===== config.mk =====
export PLATFORM = sky130hd
export DESIGN_NAME = flash_read_arbiter
export DESIGN_NICKNAME = d
export VERILOG_FILES = /design/src/rtl/flash_read_arbiter.sv
export SDC_FILE = /design/constraint.sdc
export NUM_CORES = 1
export LEC_CHECK = 0
export ABC_AREA = 1
export CAP_MARGIN = 20
export CELL_PAD_IN_SITES_DETAIL_PLACEMENT = 0
export CELL_PAD_IN_SITES_GLOBAL_PLACEMENT = 1
export CORE_ASPECT_RATIO = 1.4
export CORE_MARGIN = 3
export CORE_UTILIZATION = 40
export CTS_CLUSTER_SIZE = 30
export DETAILED_ROUTE_END_ITERATION = 12
export DONT_BUFFER_PORTS = 1
export PLACE_DENSITY = 0.7
export SETUP_SLACK_MARGIN = 0.05
export SLEW_MARGIN = 20
export SYNTH_ARGS = -nofsm -noshare
export SYNTH_HDL_FRONTEND = slang
export SYNTH_SLANG_ARGS = --single-unit

===== constraint.sdc =====
create_clock -name clk -period 1.6 [get_ports clk]
set_input_delay 0.48 -clock clk [delete_from_list [all_inputs] [get_ports clk]]
set_output_delay 0.48 -clock clk [all_outputs]
set_load 0.05 [all_outputs]

===== src/rtl/flash_read_arbiter.sv =====
// Round-robin arbiter sharing one single-port flash between two read requesters.
// Port 0 is the network controller and port 1 is SPI readback/debug.
// Only one read is outstanding at a time, and it always completes once issued.
module flash_read_arbiter #(
   parameter int unsigned ADDR_W     = 16,
   parameter int unsigned DATA_W     = 16,
   parameter int unsigned RD_LATENCY = 11
) (
   input  logic              clk,
   input  logic              rst,
   input  logic              req0,
   input  logic [ADDR_W-1:0] addr0,
   output logic              gnt0,
   output logic              rvalid0,
   input  logic              req1,
   input  logic [ADDR_W-1:0] addr1,
   output logic              gnt1,
   output logic              rvalid1,
   output logic [DATA_W-1:0] rdata,
   output logic              busy,
   output logic              flash_ready,
   output logic [ADDR_W-1:0] flash_address,
   input  logic [DATA_W-1:0] flash_data_in
);

   localparam int unsigned CNT_W = $clog2(RD_LATENCY + 1);

   typedef enum logic [1:0] {IDLE, ISSUE, WAIT, DONE} state_t;

   state_t           state;
   logic             owner;
   logic             last_owner;
   logic [CNT_W-1:0] cnt;
   logic             pick_c;

   // Port chosen from IDLE: the lone requester, or the port not served last on contention
   always_comb begin
      pick_c = req1;
      if (req0 && req1) begin
         pick_c = ~last_owner;
      end
   end

   // Transaction FSM; every output is registered and set on entry to the state that owns it
   always_ff @(posedge clk or posedge rst) begin
      if (rst) begin
         state         <= IDLE;
         owner         <= 1'b0;
         last_owner    <= 1'b1;
         cnt           <= '0;
         gnt0          <= 1'b0;
         gnt1          <= 1'b0;
         rvalid0       <= 1'b0;
         rvalid1       <= 1'b0;
         rdata         <= '0;
         busy          <= 1'b0;
         flash_ready   <= 1'b0;
         flash_address <= '0;
      end else begin
         gnt0        <= 1'b0;
         gnt1        <= 1'b0;
         rvalid0     <= 1'b0;
         rvalid1     <= 1'b0;
         flash_ready <= 1'b0;
         case (state)
            IDLE: begin
               if (req0 || req1) begin
                  owner         <= pick_c;
                  flash_address <= pick_c ? addr1 : addr0;
                  gnt0          <= ~pick_c;
                  gnt1          <= pick_c;
                  flash_ready   <= 1'b1;
                  busy          <= 1'b1;
                  state         <= ISSUE;
               end
            end
            ISSUE: begin
               cnt        <= CNT_W'(1);
               last_owner <= owner;
               state      <= WAIT;
            end
            WAIT: begin
               if (cnt == CNT_W'(RD_LATENCY)) begin
                  rdata   <= flash_data_in;
                  rvalid0 <= ~owner;
                  rvalid1 <= owner;
                  state   <= DONE;
               end else begin
                  cnt <= cnt + CNT_W'(1);
               end
            end
            DONE: begin
               busy  <= 1'b0;
               state <= IDLE;
            end
            default: begin
               busy  <= 1'b0;
               state <= IDLE;
            end
         endcase
      end
   end

endmodule


==> qor.yml, run 1 <==
global_route:
  use_met1: 0.169
  globalRouteOverflowTotal: 0
  grt_pass1_wl_um: 7870
  grt.total_usage: 0.152
  grt-busiest-layer: "met2"
  use_met3: 0.0490
  grt_max_degree: 47
  grt_pass1_vias: 1686
  grt_util_met2: 0.266
  grt_antenna_before_repair: 0
sta:
  min_period_ps: 1450
  fin_crit_sh: 0.906
  hold_viol: 0
  fmax_ghz: 0.690
  slew_violations: 0
  rsz0062_at_grt: "false"
  clock_skew_ps: 8.05
  fin_tns_setup_ps: 0
  slew_headroom: 0.668
  setup_viol: 0
  worst_pin_slew_ps: 497
  whs_ps: 83.5
floorplan:
  start_util: 0.423
  num_io_pins: 90
  die_area_mm2: 0.00657
  core_area_mm2: 0.00531
  die_x_um: 69.3
  die_h_um: 94.7
  rows: 31
routing:
  first_pass_iters: 4
  drt-initial-drc-count: 84
  viasPerCell: 5.03
  antenna_left: 0
  wl_per_cell_um: 14.3
  drc: 0
  via_count: 1695
  drt_wl_total_um: 4820
power:
  seqPwrFrac: 0.593
  powerDensity_mw_per_mm2: 2210
  pwr-share-clk: 0.166
  combPwrFrac: 0.241
  power.internal_w: 0.00252
  vdd_drop_max_mv: 0.989
  swShare: 0.526
  p_leak_nw: 1.25
  p_sw_w: 0.00280
yosys:
  yosysSeqAreaShare: 0.513
  syn_inst: 269
  synth.net_count: 327
  syn-cell-area_mm2: 0.00225
  yosysWarnings: 0
  ys_seq_elements: 46
  ys_types: 22
  synth.avg_cell_area_um2: 8.35
layout:
  mostFrequentLayoutCells: "nand2_1, dfrtp_1, nand3_1"
  area_growth_pct: 7.29
  regArea_mm2: 0.00115
  nets: 328
  fillers: 566
  layout_commonest_cell: "nand2_1"
  multi_input_area_um2: 942
  n_antenna_cell: 0
  stdcell_count: 337
  layout-drive-gt1-share: 0.103
placement:
  dp.cells: 329
  hpwl_um: 3380
  portBuffers: 0
  gp_congestion: 0.678
clock_tree:
  clock_latency_ps: 300
  clockBufferDepth: 2
  numCtsBuffers: 5
  cts_tree: "yes"
  path_clk_slew_ps: 90
  cts_setup_buffers: 0
  clock-sinks: 46
  cts_root_buf: "clkbuf_8"
  cts_hold_buf: 0
  htreeDepth: 2
worst_setup_path:
  startpoint_type: "flip-flop"
  path_max_fanout: 2
  endpoint_kind: "output pin"
  arrival_ps: 970
  criticalPathCategory: "flip-flop to output pin"
  worstPathRequired_ps: 1120
outcome:
  outcome: "finished clean"
run:
  max_cap_viol_count: 0
worst_hold_path:
  hold_class: "primary input to async pin"
[final timing paths]
| kind | to | startpoint | slack [ps] | cells after the start |
|---|---|---|---|---|
| hold reg to reg | rvalid0$_DFF_PP0_ | owner$_DFFE_PP0P_ | 480 | 1 |
| setup reg to reg | flash_address[12]$_DFFE_PP0P_ | state[0]$_DFFE_PP0P_ | 210 | 6 |
| min in group clk | gnt0$_DFF_PP0_ | req1 | 250 | 1 |
| max in group asynchronous | last_owner$_DFFE_PP1P_ | rst | 1230 | 2 |
| setup / recovery | rdata[13] | rdata[13]$_DFFE_PP0P_ | 150 | 0 |
| hold / removal | rdata[14]$_DFFE_PP0P_ | rst | 80 | 2 |
[kinds of logic (layout without fill, tap and decap cells)]
family | count (synthesis) | in the layout | synth area share
buf+inv | 30 | 32 | 0.0690
simple gates | 183 | 183 | 0.369
flops | 46 | 46 | 0.513
fa+ha+maj | 6 | 6 | 0.0334
compound gates | 4 | 4 | 0.0156
[routing by layer]
layer / wire length [µm] / up-vias / part of all wire
met3: 366 / 6 / 0.076
met2: 2460 / 68 / 0.51
met4: 79 / 0 / 0.016
li1: - / 836 / -
met1: 1920 / 785 / 0.40
met5: 0 / - / 0
[state kept, by name, indices dropped and copies added (netlist names)]
register,cells
gnt1,1
gnt0,1
rvalid0,1
busy,1
state,2
flash_address,16
owner,1
last_owner,1
cnt,4
rvalid1,1
flash_ready,1
rdata,16
[power groups by stage]
stage                     clock network, W  logic [W]  registers [W]
after floorplan                          0    0.00112        0.00308
after global placement                   0    0.00129        0.00319
after detailed placement                 0    0.00133        0.00318
after CTS                         0.000927    0.00132        0.00317
after global routing              0.000969    0.00153        0.00322
final                             0.000881    0.00128        0.00316
[cells in the mapped netlist]
library cell  number  area, µm²
o21ai_0            1       5.00
buf_4              2       15.0
nand2_1          119        447
a21oi_1            1       5.00
buf_6              4       45.0
inv_1             20       75.1
nor2_8             1       20.0
nor2_4             1       11.3
dfstp_2            1       26.3
or2_2              1       6.26
nand2_4            3       33.8
nand3_1           39        195
nand3b_1           8       60.1
dfrtp_1           45       1130
buf_2              4       20.0
nand4_1            1       6.26
a21oi_2            1       8.76
nand2_2            2       12.5
nor2_2             3       18.8
nor2_1             5       18.8
o21ai_4            1       16.3
ha_1               6       75.1
[repair_timing]
| item | CTS | global route |
|---|---|---|
| setup endpoints to repair | 0 | 3 |
| gates resized for setup | 0 | 1 |
| hold endpoints to repair | 0 | 0 |
[metrics by stage]
| stage | area (µm²) | total power, W | setup slack, ps | util |
|---|---|---|---|---|
| 6_report | 2410 | 0.00532 | 151 | 0.454 |
| 3_5_place_dp | 2300 | 0.00452 | 171 | 0.432 |
| 2_1_floorplan | 2250 | 0.00420 | 230 | - |
| 5_1_grt | 2410 | 0.00572 | 53.8 | 0.454 |
| 4_1_cts | 2410 | 0.00542 | 132 | 0.453 |
| 3_3_place_gp | 2300 | 0.00448 | 202 | 0.432 |
[final cells by class]
type / count / share of cell area
sequential: 46 / 0.478
inverter: 20 / 0.0327
clock buffer: 5 / 0.0285
clock inverter: 3 / 0.0182
multi-input combinational: 193 / 0.391
tap: 66 / 0.0343
timing repair buffer: 4 / 0.0176
No activity file was read; power rests on OpenSTA's default activity.
==> run 2, diff against run 1 <==
CORE_UTILIZATION = 42   (was 40)
CTS_BUF_LIST = sky130_fd_sc_hd__clkbuf_8   (was not set)
PLACE_DENSITY = not set   (was 0.7)
PLACE_DENSITY_LB_ADDON = 0.15   (was not set)
==> run 2 against run 1 <==
  * First-iteration DRC count decreased by 23%
  * Largest cell class unchanged
  * Utilization rose by 3.6 points
  * Highest routed layer unchanged
  * Fmax is 0.22% higher
  * Critical endpoint unchanged
  * Clock skew is 4.6 ps lower
==> qor.yml, run 2 (same netlist as run 1, synthesis figures left out) <==
worst_setup_path:
  criticalPathCategory: "flip-flop to output pin"
  r2r_cells: 6  # unchanged
  arrival_ps: 970  # about the same
  worstPathRequired_ps: 1120  # about the same
  regToRegEndpoint: "flash_address[11]$_DFFE_PP0P_"
  startpoint_type: "flip-flop"
  path_max_fanout: 2  # unchanged
  endpoint_kind: "output pin"
  reg2reg_from: "state[0]$_DFFE_PP0P_"
  cp.depth: 0  # unchanged
  r2r_slack_ps: 160  # -50 ps
clock_tree:
  clockBufferDepth: 2  # unchanged
  cts_tree: "yes"
  path_clk_slew_ps: 80  # about the same
  cts_resized: 0  # unchanged
  cts_root_buf: "clkbuf_8"
  numCtsBuffers: 5  # unchanged
  clock_latency_ps: 300  # about the same
  htreeDepth: 2  # unchanged
  clock-sinks: 46  # unchanged
sta:
  min_period_ps: 1450  # -3.16 ps
  fmax_ghz: 0.692  # +0.22%
  worst_pin_slew_ps: 507  # +10.6 ps
  fin_ws_ps: 154  # +3.16 ps
  clock_skew_ps: 3.47  # -4.57 ps
  slew_headroom: 0.662  # -0.00579
  setup_viol: 0  # unchanged
  rsz0062_at_grt: "true"
  hold_viol: 0  # unchanged
  fin_tns_setup_ps: 0  # unchanged
  whs_ps: 95.6  # +12.0 ps
  fin_crit_sh: 0.904  # -0.00198
  slew_violations: 0  # unchanged
placement:
  place_area_mm2: 0.00229  # -0.11%
  gp_congestion: 0.713  # +5.1%
  portBuffers: 0  # unchanged
  hpwl_um: 3380  # +0.11%
  pre_cts_ws_ps: 121  # -50.4 ps
routing:
  antenna_left: 0  # unchanged
  drc: 0  # unchanged
  drt_wl_total_um: 4890  # +1.4%
  first_pass_iters: 4  # unchanged
  wl_per_cell_um: 14.6  # +1.7%
  drt-initial-drc-count: 65  # -23%
  via_count: 1673  # -1.3%
  viasPerCell: 4.98  # -1.0%
global_route:
  grt_max_degree: 47  # unchanged
  grt_antenna_before_repair: 0  # unchanged
  grt.total_usage: 0.159  # +0.00628
  globalRouteOverflowTotal: 0  # unchanged
  grt_pass1_vias: 1652  # -2.0%
  grt_pass1_wl_um: 7610  # -3.3%
power:
  p_leak_nw: 1.27  # +1.4%
  finalPower_w: 0.00550  # +3.4%
  vdd_drop_max_mv: 1.07  # +8.6%
  powerDensity_mw_per_mm2: 2250  # +1.9%
floorplan:
  num_io_pins: 90  # unchanged
  die_area_mm2: 0.00628  # -4.4%
  start_util: 0.450  # +0.0272
  rows: 30  # -3.2%
  die_x_um: 67.8  # -2.2%
  die_h_um: 92.5  # -2.3%
  core_area_mm2: 0.00499  # -6.1%
layout:
  fillers: 514  # -9.2%
  layout_commonest_cell: "nand2_1"
  top_regs: "flash_address: 16 flops, rdata: 16 flops, cnt: 4 flops"
  n_antenna_cell: 0  # unchanged
  nets: 329  # +0.30%
  layout-drive-gt1-share: 0.103  # -0.000380
  finalInstanceArea_mm2: 0.00245  # +1.5%
  mostFrequentLayoutCells: "nand2_1, dfrtp_1, nand3_1"
  area_growth_pct: 8.91
run:
  max_cap_viol_count: 0  # unchanged
worst_hold_path:
  hold_class: "primary input to async pin"
outcome:
  outcome: "finished clean"
-- run 2: power by group --
part	switching, W	internal, W	leakage (nW)	total (W)
Sequential	0.00157	0.00159	0.515	0.00316
Combinational	0.000838	0.000454	0.684	0.00129
Clock	0.000387	0.000666	0.0714	0.00105
Total	0.00279	0.00271	1.27	0.00550
-- run 2: through the flow --
step,cells,utilization
6_report,336,0.490
5_1_grt,336,0.490
4_1_cts,335,0.488
3_5_place_dp,327,0.459
3_3_place_gp,327,0.459
2_1_floorplan,269,-
-- run 2: per-layer routing --
| layer | GRT usage | part of all wire | up-vias |
|---|---|---|---|
| met4 | 0.0647 | 0.016 | 0 |
| li1 | - | - | 838 |
| met1 | 0.178 | 0.38 | 768 |
| met5 | 0 | 0 | - |
| met2 | 0.275 | 0.53 | 60 |
| met3 | 0.0437 | 0.078 | 7 |
-- run 2: what timing repair did --
item,4_1_cts,5_1_grt
hold buffers,0,0
buffers inserted,0,0
endpoints found under the setup margin,0,16
-- run 2: area by class of cell --
type	count	area (µm²)	share of cell area
timing repair buffer	4	42.5	0.0174
inverter	20	78.8	0.0322
tap	64	80.1	0.0327
multi-input combinational	194	951	0.389
clock inverter	2	60.1	0.0245
clock buffer	6	82.6	0.0337
sequential	46	1150	0.471
-- run 2: worst max path at each step --
stage / slack, ps / from / end
2_1_floorplan: 230 / state[0]$_DFFE_PP0P_ / state[0]$_DFFE_PP0P_
3_3_place_gp: 210 / state[0]$_DFFE_PP0P_ / busy$_DFFE_PP0P_
3_5_place_dp: 120 / state[1]$_DFFE_PP0P_ / busy$_DFFE_PP0P_
4_1_cts: 100 / state[0]$_DFFE_PP0P_ / busy$_DFFE_PP0P_
5_1_grt: 40 / state[0]$_DFFE_PP0P_ / flash_address[3]$_DFFE_PP0P_
6_report: 150 / rdata[13]$_DFFE_PP0P_ / rdata[13]
